File: config.mk
export PLATFORM = sky130hd
export DESIGN_NAME = fp16_div_seq
export DESIGN_NICKNAME = d
export VERILOG_FILES = /design/src/rtl/fp16_pkg.sv /design/src/rtl/fp16_class.sv /design/src/rtl/fp16_div_seq.sv
export SDC_FILE = /design/constraint.sdc
export NUM_CORES = 1
export LEC_CHECK = 0
export ABC_CLOCK_PERIOD_IN_PS = 5300
export CAP_MARGIN = 5
export CORE_UTILIZATION = 25
export DETAILED_ROUTE_END_ITERATION = 16
export GPL_TIMING_DRIVEN = 0
export PLACE_DENSITY = 0.46
export SLEW_MARGIN = 20
export SYNTH_ARGS = -nofsm -noshare
export SYNTH_HDL_FRONTEND = slang
export SYNTH_SLANG_ARGS = --single-unit
File: constraint.sdc
create_clock -name clk -period 5.3 [get_ports clk]
set_clock_uncertainty 0.15 [all_clocks]
set_input_delay 1.06 -clock clk [delete_from_list [all_inputs] [get_ports clk]]
set_output_delay 1.06 -clock clk [all_outputs]
set_load 0.1 [all_outputs]
File: src/rtl/fp16_pkg.sv
// Shared FP16 definitions for the floating-point datapath blocks.
// Holds the field widths, the exponent bias, the fixed result magnitudes,
// the divider FSM state type and the one-hot result-class flag vector type.
package fp16_pkg;

    localparam int FP_EXP_W = 5;
    localparam int FP_MAN_W = 10;
    localparam int FP_BIAS  = 15;

    // Result magnitudes; the sign bit is prepended by the user.
    localparam logic [14:0] QNAN_DEFAULT = 15'h7E2A;
    localparam logic [14:0] INF_MAG      = 15'h7C00;
    localparam logic [14:0] ZERO_MAG     = 15'h0000;

    typedef enum logic [2:0] {
        S_IDLE,
        S_PREP,
        S_DIV,
        S_ROUND,
        S_DONE
    } div_state_t;

    // One-hot class of a half-precision value.
    typedef struct packed {
        logic snan;
        logic qnan;
        logic inf;
        logic zero;
        logic subnormal;
        logic normal;
    } fp_flags_t;

endpackage

File: src/rtl/fp16_class.sv
// FP16 operand classifier.
// Ports:
//   mag - exponent and mantissa fields of the operand (sign not needed)
//   cls - one-hot class: snan, qnan, inf, zero, subnormal, normal
module fp16_class
    import fp16_pkg::*;
#(
    parameter int EXP_W = FP_EXP_W,
    parameter int MAN_W = FP_MAN_W
) (
    input  logic [EXP_W+MAN_W-1:0] mag,
    output fp_flags_t              cls
);

    logic exp_ones;
    logic exp_zero;
    logic man_nz;

    assign exp_ones = &mag[EXP_W+MAN_W-1:MAN_W];
    assign exp_zero = ~|mag[EXP_W+MAN_W-1:MAN_W];
    assign man_nz   = |mag[MAN_W-1:0];

    // The mantissa MSB distinguishes quiet from signalling NaNs.
    assign cls.snan      = exp_ones & man_nz & ~mag[MAN_W-1];
    assign cls.qnan      = exp_ones & mag[MAN_W-1];
    assign cls.inf       = exp_ones & ~man_nz;
    assign cls.zero      = exp_zero & ~man_nz;
    assign cls.subnormal = exp_zero & man_nz;
    assign cls.normal    = ~exp_ones & ~exp_zero;

endmodule

File: src/rtl/fp16_div_seq.sv
// Sequential IEEE 754 half-precision divider, quotient = na / nb.
// Restoring mantissa division, one quotient bit per cycle, round to nearest
// even, subnormal inputs treated as zero and tiny results flushed to zero.
// Ports:
//   clk, rst_n        - clock (rising edge), asynchronous active-low reset
//   start             - request, accepted in IDLE or DONE
//   na, nb            - dividend / divisor, latched with an accepted start
//   busy              - high while in PREP, DIV or ROUND
//   done              - one-cycle pulse while in DONE
//   quotient          - result, held until the next accepted start
//   snan..normal, dz  - one-hot result class and divide-by-zero flag
module fp16_div_seq
    import fp16_pkg::*;
#(
    parameter int EXP_W = FP_EXP_W,
    parameter int MAN_W = FP_MAN_W,
    parameter int BIAS  = FP_BIAS
) (
    input  logic                 clk,
    input  logic                 rst_n,
    input  logic                 start,
    input  logic [EXP_W+MAN_W:0] na,
    input  logic [EXP_W+MAN_W:0] nb,
    output logic                 busy,
    output logic                 done,
    output logic [EXP_W+MAN_W:0] quotient,
    output logic                 snan,
    output logic                 qnan,
    output logic                 inf,
    output logic                 zero,
    output logic                 subnormal,
    output logic                 normal,
    output logic                 dz
);

    localparam int W     = EXP_W + MAN_W + 1;
    localparam int EW    = EXP_W + 2;    // signed exponent with over/underflow headroom
    localparam int SW    = MAN_W + 1;    // significand including hidden bit
    localparam int RW    = MAN_W + 2;    // partial remainder
    localparam int CNT_W = 4;
    // Registered iterations produce the significand; the guard bit is
    // resolved in the ROUND cycle so the normal path completes in 14 edges.
    localparam int DIV_ITERS = SW;
    localparam logic signed [EW-1:0] BIAS_S = EW'(BIAS);
    localparam logic signed [EW-1:0] ONE_S  = EW'(1);
    localparam logic signed [EW-1:0] ZERO_S = '0;
    localparam logic signed [EW-1:0] EMAX_S = EW'((1 << EXP_W) - 1);

    div_state_t              state;
    logic [W-1:0]            a_r, b_r;
    logic [SW-1:0]           mb_r, q_r;
    logic [RW-1:0]           r_r;
    logic signed [EW-1:0]    e_r;
    logic                    sign_r;
    logic [CNT_W-1:0]        cnt_r;
    logic [W-1:0]            quot_r;
    fp_flags_t               flags_r;
    logic                    dz_r, busy_r, done_r;

    function automatic logic [SW:0] rne(input logic [SW-1:0] sig,
                                        input logic guard,
                                        input logic sticky);
        logic up;
        up = guard & (sticky | sig[0]);
        return {1'b0, sig} + {{SW{1'b0}}, up};
    endfunction

    fp_flags_t ca, cb;

    fp16_class #(.EXP_W(EXP_W), .MAN_W(MAN_W)) u_class_a (.mag(a_r[W-2:0]), .cls(ca));
    fp16_class #(.EXP_W(EXP_W), .MAN_W(MAN_W)) u_class_b (.mag(b_r[W-2:0]), .cls(cb));

    // Special-case decode on the latched operands, in priority order.
    logic            sign_c, za, zb, spec_hit, spec_dz;
    logic [W-1:0]    spec_q;
    fp_flags_t       spec_f;

    assign sign_c = a_r[W-1] ^ b_r[W-1];
    assign za     = ca.zero | ca.subnormal;
    assign zb     = cb.zero | cb.subnormal;

    always_comb begin
        spec_hit = 1'b1;
        spec_q   = '0;
        spec_f   = '0;
        spec_dz  = 1'b0;
        if (ca.snan | cb.snan) begin
            spec_q      = ca.snan ? a_r : b_r;
            spec_f.snan = 1'b1;
        end else if (ca.qnan | cb.qnan) begin
            spec_q      = ca.qnan ? a_r : b_r;
            spec_f.qnan = 1'b1;
        end else if ((ca.inf & cb.inf) | (za & zb)) begin
            spec_q      = {sign_c, QNAN_DEFAULT};
            spec_f.qnan = 1'b1;
        end else if (ca.inf) begin
            spec_q     = {sign_c, INF_MAG};
            spec_f.inf = 1'b1;
        end else if (zb) begin
            spec_q     = {sign_c, INF_MAG};
            spec_f.inf = 1'b1;
            spec_dz    = 1'b1;
        end else if (!(ca.normal & cb.normal)) begin
            // dividend zero or divisor infinite
            spec_q      = {sign_c, ZERO_MAG};
            spec_f.zero = 1'b1;
        end else begin
            spec_hit = 1'b0;
        end
    end

    // Operand preparation for the normal path.
    logic [SW-1:0]        ma_c, mb_c;
    logic signed [EW-1:0] e_c;

    assign ma_c = {1'b1, a_r[MAN_W-1:0]};
    assign mb_c = {1'b1, b_r[MAN_W-1:0]};
    assign e_c  = $signed({2'b00, a_r[W-2:MAN_W]}) - $signed({2'b00, b_r[W-2:MAN_W]}) + BIAS_S;

    // One restoring step: also yields the guard bit and sticky in ROUND.
    logic            div_ge;
    logic [RW-1:0]   div_diff;

    assign div_ge   = (r_r >= {1'b0, mb_r});
    assign div_diff = r_r - {1'b0, mb_r};

    logic [SW:0]          sig_c;
    logic signed [EW-1:0] e_adj;
    logic [W-1:0]         rnd_q;
    fp_flags_t            rnd_f;

    assign sig_c = rne(q_r, div_ge, div_ge ? (|div_diff) : (|r_r));
    // The integer part of the rounded significand is 1, or 2 after a carry;
    // adding it minus one bumps the exponent exactly when rounding carried.
    assign e_adj = e_r - ONE_S + $signed({{(EW-2){1'b0}}, sig_c[SW:MAN_W]});

    always_comb begin
        rnd_f = '0;
        if (e_adj >= EMAX_S) begin
            rnd_q     = {sign_r, INF_MAG};
            rnd_f.inf = 1'b1;
        end else if (e_adj <= ZERO_S) begin
            rnd_q      = {sign_r, ZERO_MAG};
            rnd_f.zero = 1'b1;
        end else begin
            // After a carry the low mantissa bits are already zero.
            rnd_q        = {sign_r, e_adj[EXP_W-1:0], sig_c[MAN_W-1:0]};
            rnd_f.normal = 1'b1;
        end
    end

    always_ff @(posedge clk or negedge rst_n) begin
        if (!rst_n) begin
            state   <= S_IDLE;
            a_r     <= '0;
            b_r     <= '0;
            mb_r    <= '0;
            q_r     <= '0;
            r_r     <= '0;
            e_r     <= '0;
            sign_r  <= 1'b0;
            cnt_r   <= '0;
            quot_r  <= '0;
            flags_r <= '0;
            dz_r    <= 1'b0;
            busy_r  <= 1'b0;
            done_r  <= 1'b0;
        end else begin
            unique case (state)
                S_IDLE, S_DONE: begin
                    done_r <= 1'b0;
                    if (start) begin
                        a_r    <= na;
                        b_r    <= nb;
                        busy_r <= 1'b1;
                        state  <= S_PREP;
                    end else begin
                        state  <= S_IDLE;
                    end
                end
                S_PREP: begin
                    sign_r <= sign_c;
                    if (spec_hit) begin
                        quot_r  <= spec_q;
                        flags_r <= spec_f;
                        dz_r    <= spec_dz;
                        busy_r  <= 1'b0;
                        done_r  <= 1'b1;
                        state   <= S_DONE;
                    end else begin
                        mb_r  <= mb_c;
                        q_r   <= '0;
                        cnt_r <= '0;
                        // Pre-shift keeps the first quotient bit at 1.
                        if (ma_c < mb_c) begin
                            r_r <= {ma_c, 1'b0};
                            e_r <= e_c - ONE_S;
                        end else begin
                            r_r <= {1'b0, ma_c};
                            e_r <= e_c;
                        end
                        state <= S_DIV;
                    end
                end
                S_DIV: begin
                    q_r   <= {q_r[SW-2:0], div_ge};
                    r_r   <= div_ge ? {div_diff[RW-2:0], 1'b0} : {r_r[RW-2:0], 1'b0};
                    cnt_r <= cnt_r + 1'b1;
                    if (cnt_r == CNT_W'(DIV_ITERS - 1))
                        state <= S_ROUND;
                end
                S_ROUND: begin
                    quot_r  <= rnd_q;
                    flags_r <= rnd_f;
                    dz_r    <= 1'b0;
                    busy_r  <= 1'b0;
                    done_r  <= 1'b1;
                    state   <= S_DONE;
                end
                default: begin
                    busy_r <= 1'b0;
                    done_r <= 1'b0;
                    state  <= S_IDLE;
                end
            endcase
        end
    end

    assign busy      = busy_r;
    assign done      = done_r;
    assign quotient  = quot_r;
    assign snan      = flags_r.snan;
    assign qnan      = flags_r.qnan;
    assign inf       = flags_r.inf;
    assign zero      = flags_r.zero;
    assign subnormal = flags_r.subnormal;
    assign normal    = flags_r.normal;
    assign dz        = dz_r;

endmodule

==> results.yml <==
outcome:
  status: "completed"
sta:
  setup_viol: 0
  period_needed_ps: 4940
  rsz0062_at_grt: "no"
  slew_violations: 0
  finalCritPeriodShare: 0.932
  hold_viol_final: 0
  hold-worst-slack_ps: 306
  timing.setup.tns_ps: 0
  worstMarginPinSlew_ps: 992
  fmax_mhz: 202
  slew_headroom: 0.337
critical_path:
  crit_path_end_kind: "flip-flop"
  worst-path-max-fanout: 8
  path_common_cell: "ha_1"
  cp_num_buf_inv: 4
  required_ps: 5390
  reg2regPathDepth: 25
  crit_type: "reg2reg"
  crit_family: "adder cells"
  critPathLaunchType: "flip-flop"
  rrSetupSlack_ps: 360
  r2r-end: "quotient[1]"
  critical-path-slowest-cell: "fa_2"
  cp.arrival_ps: 5030
  slowest_delay_ps: 480
  timing.rr.start: "r_r[0]"
floorplan:
  dieArea_sq_um: 26700
  die_y_um: 164
  row_count: 58
  start_util: 0.257
  fp.dieW_um: 164
  io_pins: 60
  core_sq_um: 25400
routing:
  drc_errors: 0
  firstDrtPassIters: 5
  first_iter_violations: 330
  wl_mm: 19.5
  via_per_inst: 4.88
  vias: 5557
  antenna_left: 0
  wire_per_inst_um: 17.1
global_route:
  grt_max_degree: 68
  grt_pass1_vias: 5488
  grt_usage: 0.155
  antenna_found_initial: 1
  grt_pass1_wl_mm: 31.6
  gr-total-overflow: 0
flow_run:
  max_cap_violations: 0
clock_tree:
  cts_made_buffers: 9
  clockBufferDepth: 2
  cts_root_buf: "clkbuf_16"
  cts_tree: "done"
  numClockSinks: 105
  clk_pin_slew_ps: 70
  worstSkewPairLatency_ps: 370
  htreeDepth: 3
finish:
  multi_input_area_sq_um: 3650
  seq_area_sq_um: 2630
  fin_nets: 878
  syn2layout_area_growth_pct: 23.1
  fin_cells: 1138
  final_common_cell: "dfrtp_1"
  fillers: 2670
  drive_gt1_frac: 0.0854
  antennaDiodeCount: 0
  final_cell_mix: "dfrtp_1, nand2_1, o21ai_0, clkdlybuf4s50_1, inv_1"
logic_synthesis:
  ys.flop_type: "dfrtp_1"
  syn_inst: 727
  synth_edf_count: 0
  ys_seq_area_frac: 0.403
  syn_area_sq_um: 6520
  syn_nets: 802
  ys_types: 72
  ys_ff_latch: 105
  async_flop_share: 1.00
  synth_area_per_cell_sq_um: 8.97
  yosysWarnings: 0
min_path:
  hold_class: "reg2reg"
  hp-start: "mb_r[10]"
  holdPathEnd: "mb_r[10]"
  whs_path_depth: 2
placed_design:
  place_hpwl_mm: 15.1
  gp_congestion: 0.828
  dp_cells: 1117
  io_buffers: 58
## how the worst max path moves through the flow
stage / start / to / slack, ps / depth (start not counted)
6_report: r_r[0] / quotient[1] / 360 / 25
5_1_grt: mb_r[0] / quotient[1] / 50 / 24
4_1_cts: mb_r[0] / quotient[1] / 3 / 26
3_5_place_dp: mb_r[0] / quotient[3] / -540 / 24
3_3_place_gp: rst_n / a_r[15] / -1470 / 1
2_1_floorplan: mb_r[0] / quotient[1] / 400 / 24
## cell usage after synthesis (all sizes together), types with 6 or more instances
| master | instances | area, sq um |
|---|---|---|
| nand2 | 98 | 368 |
| inv | 53 | 199 |
| nor2 | 34 | 128 |
| nor4 | 8 | 50.1 |
| ha | 37 | 463 |
| xor2 | 13 | 114 |
| a211oi | 11 | 92.6 |
| o21a | 9 | 67.6 |
| a2bb2oi | 7 | 61.3 |
| o22ai | 6 | 37.5 |
| nor3 | 16 | 85.1 |
| xnor2 | 12 | 105 |
| mux2i | 14 | 140 |
| dfrtp | 105 | 2630 |
| nor2b | 7 | 43.8 |
| mux2 | 17 | 191 |
| o211ai | 8 | 60.1 |
| nand4 | 7 | 43.8 |
| buf | 6 | 31.3 |
| clkbuf | 24 | 90.1 |
| and2 | 6 | 37.5 |
| a21oi | 29 | 153 |
| nand3 | 26 | 130 |
| o221ai | 6 | 52.6 |
| nand2b | 6 | 37.5 |
| and3 | 6 | 37.5 |
| nor3b | 6 | 45.0 |
| a31oi | 8 | 50.1 |
| o21ai | 77 | 393 |
## worst reg2reg max path: cells and delay by family, from the launching register on
kind / cells / cell delay [ps]
XOR/XNOR: 1 / 160
AND/OR/NAND/NOR: 9 / 1230
adder cells (fa/ha/maj): 6 / 1670
buffers and inverters: 4 / 420
AO/OA/AOI/OAI: 5 / 820
flip-flops: 1 / 360
## sequential cells by signal, summed over array words and instances, names as in the netlist, 3 cells and up
| name | flops |
|---|---|
| mb_r | 11 |
| q_r | 11 |
| state | 3 |
| e_r | 7 |
| cnt_r | 4 |
| b_r | 16 |
| quotient | 16 |
| r_r | 12 |
| a_r | 16 |
## per-layer routing
layer,track usage,vias to the layer above,part of all wire
met5,0,-,0
met4,0.0345,0,0.011
met3,0.0259,13,0.051
met2,0.226,128,0.42
met1,0.235,2654,0.52
li1,-,2762,-
## layout make-up
cell class / instances / area share
clock buffers: 9 / 0.0281
plain buffers: 29 / 0.0145
repair buffers: 66 / 0.0840
multi-input cells: 539 / 0.454
inverters: 53 / 0.0248
well taps: 330 / 0.0514
clock inverters: 7 / 0.0156
flip-flops and latches: 105 / 0.327
## through the flow
step | worst slack (ps) | util | area [sq um]
6_report | 359 | 0.316 | 8030
5_1_grt | 48.7 | 0.316 | 8030
4_1_cts | 2.83 | 0.314 | 7990
3_5_place_dp | -538 | 0.298 | 7560
3_3_place_gp | -1470 | 0.296 | 7520
2_1_floorplan | 400 | - | 6520
## cell families after synthesis
| logic type | synth area share |
|---|---|
| other | 0.000575 |
| flip-flops | 0.403 |
| buffers and inverters | 0.0491 |
| adder cells (fa/ha/maj) | 0.0802 |
| AO/OA/AOI/OAI | 0.205 |
| AND/OR/NAND/NOR | 0.178 |
| XOR/XNOR | 0.0336 |
| multiplexers | 0.0508 |
## timing repair
| item | in CTS | in global routing |
|---|---|---|
| pin swaps | 3 | 2 |
| hold buffers | 0 | 0 |
| setup buffers | 3 | 3 |
| resized for setup | 8 | 4 |
| setup endpoints to repair | 16 | 18 |
Power is left out: the tool's default activity adds up to more than one toggle a clock period on the data nets, which glitch-free logic cannot reach.
